==> src/rtl/carregador_uart_pkg.sv <==
// Shared types and constants for the UART program loader.
package carregador_uart_pkg;

  localparam int CLKS_POR_BIT_PAD = 434;
  localparam int BYTES_CAB        = 2;
  localparam int BYTES_PALAVRA    = 4;

  typedef enum logic [2:0] {
    ESPERA_TAM_H,
    ESPERA_TAM_L,
    RECEBE_PALAVRA,
    ESCREVE,
    ESPERA_CHECK,
    CONCLUIDO,
    ERRO
  } estado_t;

  typedef enum logic [1:0] {
    RX_OCIOSO,
    RX_INICIO,
    RX_DADOS,
    RX_PARADA
  } rx_estado_t;

endpackage

==> src/rtl/carregador_uart_uart_rx.sv <==
// 8N1 UART receiver: synchroniser, mid-bit sampling,
// one-cycle byte_valido / erro_quadro pulses.
module uart_rx
  import carregador_uart_pkg::*;
#(
  parameter int CLKS_POR_BIT = CLKS_POR_BIT_PAD
) (
  input  logic       clock,
  input  logic       reset_n,
  input  logic       rx,
  output logic [7:0] byte_o,
  output logic       byte_valido_o,
  output logic       erro_quadro_o
);

  localparam int CW = $clog2(CLKS_POR_BIT + 1);
  localparam logic [CW-1:0] MEIO = CW'(CLKS_POR_BIT / 2 - 1);
  localparam logic [CW-1:0] FIM  = CW'(CLKS_POR_BIT - 1);

  rx_estado_t    est_q, est_d;
  logic [CW-1:0] cnt_q, cnt_d;
  logic [2:0]    bit_q, bit_d;
  logic [7:0]    sh_q, sh_d;
  logic [1:0]    sync_q;
  logic          val_q, val_d;
  logic          fe_q, fe_d;
  logic          rx_s;

  assign rx_s          = sync_q[1];
  assign byte_o        = sh_q;
  assign byte_valido_o = val_q;
  assign erro_quadro_o = fe_q;

  always_ff @(posedge clock or negedge reset_n) begin
    if (!reset_n) begin
      est_q  <= RX_OCIOSO;
      cnt_q  <= '0;
      bit_q  <= '0;
      sh_q   <= '0;
      sync_q <= 2'b11;
      val_q  <= 1'b0;
      fe_q   <= 1'b0;
    end else begin
      est_q  <= est_d;
      cnt_q  <= cnt_d;
      bit_q  <= bit_d;
      sh_q   <= sh_d;
      sync_q <= {sync_q[0], rx};
      val_q  <= val_d;
      fe_q   <= fe_d;
    end
  end

  always_comb begin
    est_d = est_q;
    cnt_d = cnt_q + 1'b1;
    bit_d = bit_q;
    sh_d  = sh_q;
    val_d = 1'b0;
    fe_d  = 1'b0;
    unique case (est_q)
      RX_OCIOSO: begin
        cnt_d = '0;
        if (!rx_s) est_d = RX_INICIO;
      end
      RX_INICIO: begin
        if (cnt_q == MEIO) begin
          cnt_d = '0;
          bit_d = '0;
          // a start bit already high again is a glitch
          est_d = rx_s ? RX_OCIOSO : RX_DADOS;
        end
      end
      RX_DADOS: begin
        if (cnt_q == FIM) begin
          cnt_d = '0;
          sh_d  = {rx_s, sh_q[7:1]};
          if (bit_q == 3'd7) est_d = RX_PARADA;
          else bit_d = bit_q + 1'b1;
        end
      end
      RX_PARADA: begin
        if (cnt_q == FIM) begin
          cnt_d = '0;
          est_d = RX_OCIOSO;
          val_d = rx_s;
          fe_d  = !rx_s;
        end
      end
    endcase
  end

endmodule

==> src/rtl/carregador_uart.sv <==
// UART program loader: length-prefixed big-endian words into
// instruction memory, released after XOR checksum verification.
module carregador_uart
  import carregador_uart_pkg::*;
#(
  parameter int CLKS_POR_BIT = CLKS_POR_BIT_PAD,
  parameter int MAX_PALAVRAS = 256
) (
  input  logic        clock,
  input  logic        reset_n,
  input  logic        rx,
  output logic        mem_escrever,
  output logic [31:0] mem_endereco,
  output logic [31:0] mem_dado,
  output logic        proc_parada,
  output logic        carregado,
  output logic        erro
);

  localparam logic [16:0] MAX_N = 17'(MAX_PALAVRAS);
  localparam logic [1:0]  ULT   = 2'(BYTES_PALAVRA - 1);

  estado_t     est_q, est_d;
  logic [7:0]  lenh_q, lenh_d;
  logic [15:0] len_q, len_d;
  logic [15:0] idx_q, idx_d;
  logic [23:0] pal_q, pal_d;
  logic [1:0]  nb_q, nb_d;
  logic [7:0]  xor_q, xor_d;
  logic [31:0] end_q, end_d;
  logic [31:0] dado_q, dado_d;

  logic [7:0]  rx_byte;
  logic        bv;
  logic        fe;
  logic [15:0] n;

  uart_rx #(.CLKS_POR_BIT(CLKS_POR_BIT)) u_rx (
    .clock         (clock),
    .reset_n       (reset_n),
    .rx            (rx),
    .byte_o        (rx_byte),
    .byte_valido_o (bv),
    .erro_quadro_o (fe)
  );

  assign n            = {lenh_q, rx_byte};
  assign mem_escrever = (est_q == ESCREVE);
  assign mem_endereco = end_q;
  assign mem_dado     = dado_q;
  assign carregado    = (est_q == CONCLUIDO);
  assign erro         = (est_q == ERRO);
  assign proc_parada  = (est_q != CONCLUIDO);

  always_ff @(posedge clock or negedge reset_n) begin
    if (!reset_n) begin
      est_q  <= ESPERA_TAM_H;
      lenh_q <= '0;
      len_q  <= '0;
      idx_q  <= '0;
      pal_q  <= '0;
      nb_q   <= '0;
      xor_q  <= '0;
      end_q  <= '0;
      dado_q <= '0;
    end else begin
      est_q  <= est_d;
      lenh_q <= lenh_d;
      len_q  <= len_d;
      idx_q  <= idx_d;
      pal_q  <= pal_d;
      nb_q   <= nb_d;
      xor_q  <= xor_d;
      end_q  <= end_d;
      dado_q <= dado_d;
    end
  end

  always_comb begin
    est_d  = est_q;
    lenh_d = lenh_q;
    len_d  = len_q;
    idx_d  = idx_q;
    pal_d  = pal_q;
    nb_d   = nb_q;
    xor_d  = xor_q;
    end_d  = end_q;
    dado_d = dado_q;
    unique case (est_q)
      ESPERA_TAM_H: begin
        if (bv) begin
          lenh_d = rx_byte;
          xor_d  = xor_q ^ rx_byte;
          est_d  = ESPERA_TAM_L;
        end
      end
      ESPERA_TAM_L: begin
        if (bv) begin
          len_d = n;
          idx_d = '0;
          nb_d  = '0;
          xor_d = xor_q ^ rx_byte;
          if ({1'b0, n} > MAX_N) est_d = ERRO;
          else if (n == 16'd0)   est_d = ESPERA_CHECK;
          else                   est_d = RECEBE_PALAVRA;
        end
      end
      RECEBE_PALAVRA: begin
        if (bv) begin
          nb_d  = nb_q + 1'b1;
          pal_d = {pal_q[15:0], rx_byte};
          xor_d = xor_q ^ rx_byte;
          if (nb_q == ULT) begin
            dado_d = {pal_q, rx_byte};
            end_d  = {14'd0, idx_q, 2'b00};
            est_d  = ESCREVE;
          end
        end
      end
      ESCREVE: begin
        idx_d = idx_q + 16'd1;
        est_d = (idx_q + 16'd1 == len_q) ? ESPERA_CHECK
                                         : RECEBE_PALAVRA;
      end
      ESPERA_CHECK: begin
        if (bv) est_d = (rx_byte == xor_q) ? CONCLUIDO : ERRO;
      end
      CONCLUIDO: ;
      ERRO:      ;
      default:   est_d = ERRO;
    endcase
    if (fe && est_q != CONCLUIDO && est_q != ERRO) est_d = ERRO;
  end

endmodule

==> config.mk <==
export PLATFORM = sky130hd
export DESIGN_NAME = carregador_uart
export DESIGN_NICKNAME = d
export VERILOG_FILES = /design/src/rtl/carregador_uart_pkg.sv /design/src/rtl/carregador_uart_uart_rx.sv /design/src/rtl/carregador_uart.sv
export SDC_FILE = /design/constraint.sdc
export NUM_CORES = 1
export LEC_CHECK = 0
export CAP_MARGIN = 20
export CORE_MARGIN = 5
export CORE_UTILIZATION = 35
export DETAILED_ROUTE_END_ITERATION = 8
export DONT_BUFFER_PORTS = 1
export REMOVE_ABC_BUFFERS = 1
export SLEW_MARGIN = 10
export SYNTH_ARGS = -nofsm -noshare
export SYNTH_HDL_FRONTEND = slang
export SYNTH_SLANG_ARGS = --single-unit
==> constraint.sdc <==
create_clock -name clock -period 2.5 [get_ports clock]
set_input_delay 0.625 -clock clock [delete_from_list [all_inputs] [get_ports clock]]
set_output_delay 0.625 -clock clock [all_outputs]
set_load 0.1 [all_outputs]
# After elaboration in Yosys (flattened, before gate mapping)
# Index checks and enable logic that the tools add are counted.
[totals] register_bits=151 latch_bits=0 ramBits=0 rom_bits=0 in_bits=3 wordCells=110 mem_count=0
[op_classes] addsub=4 multipliers=0 n_div=0 magnitude_cmp=1 n_eq_ne=31 n_shift=0 muxes=34 bitwise_logic=1 n_reduce_logical=23
[op_table] cell="$mux W3" count=12
[op_table] cell="$pmux W16 S2" count=1
[op_table] cell="$pmux W9 S3" count=1
[op_table] cell="$mux W2" count=9
[op_table] cell="$mux W9" count=2
[op_table] cell="$pmux W3 S6" count=1
[op_table] cell="$add A16 B1 Y16 const B" count=1
[op_table] cell="$eq A16 B16 Y1" count=1
[op_table] cell="$gt A16 B9 Y1 const B" count=1
[op_table] cell="$logic_not A16 Y1" count=1
[op_table] cell="$mux W16" count=1
[op_table] cell="$ne A2 B1 Y1 const B" count=7
[op_table] cell="$eq A3 B3 Y1 const B" count=4
[op_table] cell="$ne A3 B2 Y1 const B" count=4
[op_table] cell="$reduce_and A2 Y1" count=6
[op_table] cell="$add A9 B1 Y9 const B" count=1
[op_table] cell="$eq A9 B8 Y1 const B" count=1
[op_table] cell="$eq A9 B9 Y1 const B" count=1
[op_table] cell="$ne A3 B3 Y1 const B" count=3
[op_table] cell="$eq A8 B8 Y1" count=1
[op_table] cell="$pmux W2 S4" count=1
[op_table] cell="$xor A8 B8 Y8" count=1
[op_table] cell="$eq A2 B2 Y1 const B" count=3
[op_table] cell="$eq A3 B2 Y1 const B" count=2
[op_table] cell="other kinds (19)" count=28

# Depth between registers and ports, before layout
[depth] word_depth=6 depth_mapped=10 mapped_depth_nobuf=7

# Hierarchy
# Synthesis repeated with hierarchy kept, for this count alone.
[unflattened] hier_cells=581 area_unflattened_um2=7069.3
[by_module_without_submodules] module="carregador_uart" instances=1 cells_each=476 area_per_inst_um2=5780.5
[by_module_without_submodules] module="uart_rx" instances=1 cells_each=105 area_per_inst_um2=1288.7

# Worst setup path after synthesis
# OpenSTA, ideal clock, no wires.
[synth_timing] path_kind="flip-flop to output port" start="register est_q[0]" end="output carregado" arrival_ns=2.346 required_time_ns=1.875 path_slack_ns=-0.471 stages_incl_launch_ff=6 n_path_buf=1 path_cell_list="dfrtp_1 -> clkbuf_1 -> inv_1 -> nor2_1 -> nand2_1 -> inv_1"
[synth_via] elab_chain_len=1
[synth_lines] element="from (decl)" line_no="carregador_uart.sv:23" text="estado_t est_q, est_d;"
[synth_lines] element="from (signal assigned)" line_no="carregador_uart.sv:67" text="est_q <= est_d;"
[synth_lines] element="$eq A3 B3 Y1" line_no="carregador_uart.sv:51" text="assign carregado = (est_q == CONCLUIDO);"
[synth_lines] element="to (decl)" line_no="carregador_uart.sv:16" text="output logic carregado,"
# Every way passes these cells.

# Final worst setup path
[layout_timing] start="register idx_q[1]" end="register est_q[1]"
[layout_via] elab_chain_len=5
[layout_lines] element="from (decl)" line_no="carregador_uart.sv:26" text="logic [15:0] idx_q, idx_d;"
[layout_lines] element="from (signal assigned)" line_no="carregador_uart.sv:70" text="idx_q <= idx_d;"
[layout_lines] element="$add A16 B1 Y16" line_no="carregador_uart.sv:122" text="est_d = (idx_q + 16'd1 == len_q) ? ESPERA_CHECK"
[layout_lines] element="$eq A16 B16 Y1" line_no="carregador_uart.sv:122"
[layout_lines] element="$mux W3" line_no="carregador_uart.sv:122"
[layout_lines] element="$pmux W3 S6" line_no="carregador_uart.sv:89" text="unique case (est_q)"
[layout_lines] element="$mux W3" line_no="carregador_uart.sv:132" text="if (fe && est_q != CONCLUIDO && est_q != ERRO) est_d = ERRO;"
# Every way passes these cells.
# A chain may end at the register's enable or synchronous reset.

==> impl_metrics.csv <==
group,metric,value,unit
timing,setup_viol,0,
timing,tns,0,ns
global_routing,grt_pass1_wl,23300,microns
floorplan,row_count,51,
worst_hold_path,hp-class,"input port to async pin",
clock_tree,cts.clk_slew.worst_paths,0.06,ns
synth,yosysWarnings,0,
final_layout,nets,598,
synth,ys_seq_area_frac,0.544,
route,drc,0,
synth,synth-xor-area-share,0.0580,
clock_tree,clkLatencyLatePin,0.42,ns
clock_tree,cts_tree,"built",
timing,max_freq,0.424,GHz
pwr,p_per_area,650,mW/mm^2
synth,synth_top_family_by_area,"multiplexers",
critical_path,crit_type,"register to register",
global_routing,grt_pass1_vias,4431,
synth,netlist_top_cells_area,"dfrtp_1 54%, mux2_2 17%, xnor2_1 4.2%, o21ai_0 2.0%, nor2_1 1.9%",
clock_tree,root_buffer,"clkbuf_16",
route,drt_iter0_markers,166,
timing,finalMaxSlewViolations,0,
synth,synth_top_area_frac,0.537,
final_layout,drive_gt1_frac,0.295,
route,drt-wirelength-per-cell,16.1,microns
critical_path,arrival,2.64,ns
global_routing,use_met2,0.207,
route,ant_nets,0,
global_routing,grtUsageTotal,0.129,
synth,synth_adder_area_share,0.0126,
global_routing,grt_antenna_before_repair,0,
global_routing,use_met1,0.164,
critical_path,crit_start,"idx_q[1]",
timing,tightest_slew,0.936,ns
status,outcome,"finished with violations",
place,numPlacedInstances,834,
final_layout,final_cells,866,
synth,synthFlopType,"dfrtp_1",
floorplan,core_area,0.0195,sq mm
global_routing,grt.overflow.total,0,
synth,synth_cell_types,57,
place,port_buffers,0,
synth,netlist_instances,576,
critical_path,critPathCaptureType,"register",
floorplan,ios,71,
job,cap_viol_max_count,0,
pwr,power,5.13,mW
status,violations,"hold timing",
synth,muxShareOfSynthArea,0.171,
place,hpwl,9480,microns
timing,hold_viol_final,149,
global_routing,grt_max_degree,152,
timing,whs,-0.0914,ns
pwr,p_leak,3.77,nW
clock_tree,max-clock-path-buffers,2,
final_layout,final_cell_area,0.00790,sq mm
final_layout,area_delta_synth_final,13.7,%
pwr,ir_worst_vdd,0.476,mV
critical_path,startpoint_type,"register",
synth,avgSynthCellArea,12.1,sq um
timing,timing.final.crit_share,0.943,
synth,synth_compound_area_frac,0.0679,
timing,slew_headroom,0.376,
synth,netlist_area,0.00695,sq mm
final_layout,seq_area,0.00378,sq mm
route,avgViaCountPerCell,4.95,
critical_path,r2r-start,"idx_q[1]",
clock_tree,clock_sinks,151,
floorplan,die_h,151,microns
route,first_pass_iters,5,
final_layout,multi_input_area,0.00294,sq mm
global_routing,use_met3,0.0431,
floorplan,die_x,151,microns
synth,async_flop_share,1.00,
global_routing,grt.busiest_layer,"met2",
clock_tree,numCtsBuffers,17,
final_layout,fillers,1897,
clock_tree,cts_setup_buffers,0,
synth,yosys.area_share.simple,0.104,
critical_path,critPathMaxFanout,7,
final_layout,antenna_cells,0,
synth,synth_seq_cells,151,
route,vias,4283,
critical_path,crit_required,2.79,ns
synth,synth_edf_count,0,
floorplan,dieArea,0.0228,sq mm
floorplan,initial_utilization,0.356,
timing,clock_skew,0.00748,ns
place,place_area,0.00730,sq mm
synth,synth_top_area_cell,"dfrtp_1",
clock_tree,h-tree-depth,4,
timing,fin_crit,2.36,ns
route,routed_wirelength,14000,microns
place,place.gp.congestion,0.900,
timing,rsz0062_at_grt,"no",
-- layout make-up --
cell class                      count  share of cell area
Sequential cell                   151               0.478
Multi-Input combinational cell    382               0.372
Clock buffer                       18              0.0556
Tap cell                          265              0.0420
Timing Repair Buffer               27              0.0272
Clock inverter                     14              0.0207
Inverter                            9             0.00427
-- kinds of logic (layout without fill, tap and decap cells) --
family | count (synthesis) | in the layout
compound gates | 71 | 71
mux | 106 | 106
buf+inv | 58 | 68
simple gates | 136 | 136
fa+ha+maj | 7 | 7
xor+xnor | 46 | 46
other cells | 1 | 16
flops | 151 | 151
-- where the power goes --
| part | switching, mW | leakage (nW) | internal (mW) |
|---|---|---|---|
| Combinational | 0.105 | 1.39 | 0.000484 |
| Clock | 1.05 | 0.297 | 1.53 |
| Sequential | 0.00129 | 2.09 | 2.45 |
| Total | 1.16 | 3.77 | 3.97 |
-- registers in the layout, indices dropped and copies added, names as in the netlist, 3 cells and up, named ones only --
signal        cells
u_rx.cnt_q        9
pal_q            24
u_rx.byte_o       8
len_q            16
lenh_q            8
idx_q            16
mem_dado         32
xor_q             8
u_rx.bit_q        3
mem_endereco     16
est_q             3
-- placed cells by master (no fill, tap or decap), drive strengths merged, types with 3 or more instances in the layout --
cell type  count
dfrtp        149
mux2         104
nor2          36
xnor2         33
nand2         33
o21ai         29
buf           27
clkbuf        18
conb          16
inv           14
xor2          13
nand3         13
nand4         10
a21oi          9
o31ai          8
ha             7
clkinv         6
nor2b          5
or3            5
and3           4
or2            4
and2           4
o41ai          4
a31oi          4
a22o           4
nor4           4
and4b          3
nand2b         3
nor3           3
-- repair_timing --
action,CTS,global route
gates resized for setup,0,1
setup endpoints to repair,0,1
endpoints found under the hold margin,149,149
-- critical path, cell delays in order (launching register included) --
cell and delay, ns:
dfrtp_1 0.44, ha_2 0.30, nand3_2 0.10, or3_1 0.42
a211o_1 0.32, a2111oi_4 0.36, a31o_1 0.19, a31oi_1 0.08
-- final timing paths --
check,end,slack (ns),cells after the start
max,est_q[1],0.14,7
min,mem_endereco[17],-0.09,0
max reg2reg,est_q[1],0.14,7
min reg2reg,u_rx.sync_q[1],0.36,0
max in group asynchronous,mem_dado[10],2.34,0
min in group clock,u_rx.sync_q[0],0.20,0
-- synthesized netlist by cell type, drive strengths merged (2+ instances only) --
cell type,count
a21oi,9
and2,4
inv,8
xnor2,33
nor4bb,2
o211ai,2
mux2,104
o21ai,29
nand2b,3
or3,5
xor2,13
and4b,3
buf,30
nor3b,2
and3,4
nand2,33
nand3,13
dfrtp,149
o31ai,8
o41ai,4
dfstp,2
nor3,3
a31oi,4
nor2b,5
nand4,10
nor2,36
a22o,4
mux2i,2
nor4,4
ha,7
clkbuf,19
or2,4
-- per-stage QoR --
step           hold WS [ns]  setup WS, ns  utilization
2_1_floorplan         0.329        -0.707            -
3_5_place_dp          0.339         0.128        0.374
4_1_cts              -0.115        0.0978        0.405
3_3_place_gp          0.339         0.198        0.374
5_1_grt              -0.122       0.00863        0.405
6_report            -0.0914         0.143        0.405
-- layer usage --
layer / part of all wire / vias up
met1: 0.44 / 2191
met3: 0.053 / 10
met2: 0.49 / 77
met5: 0 / -
met4: 0.011 / 0
li1: - / 2005
(Power assumes the default switching activity.)
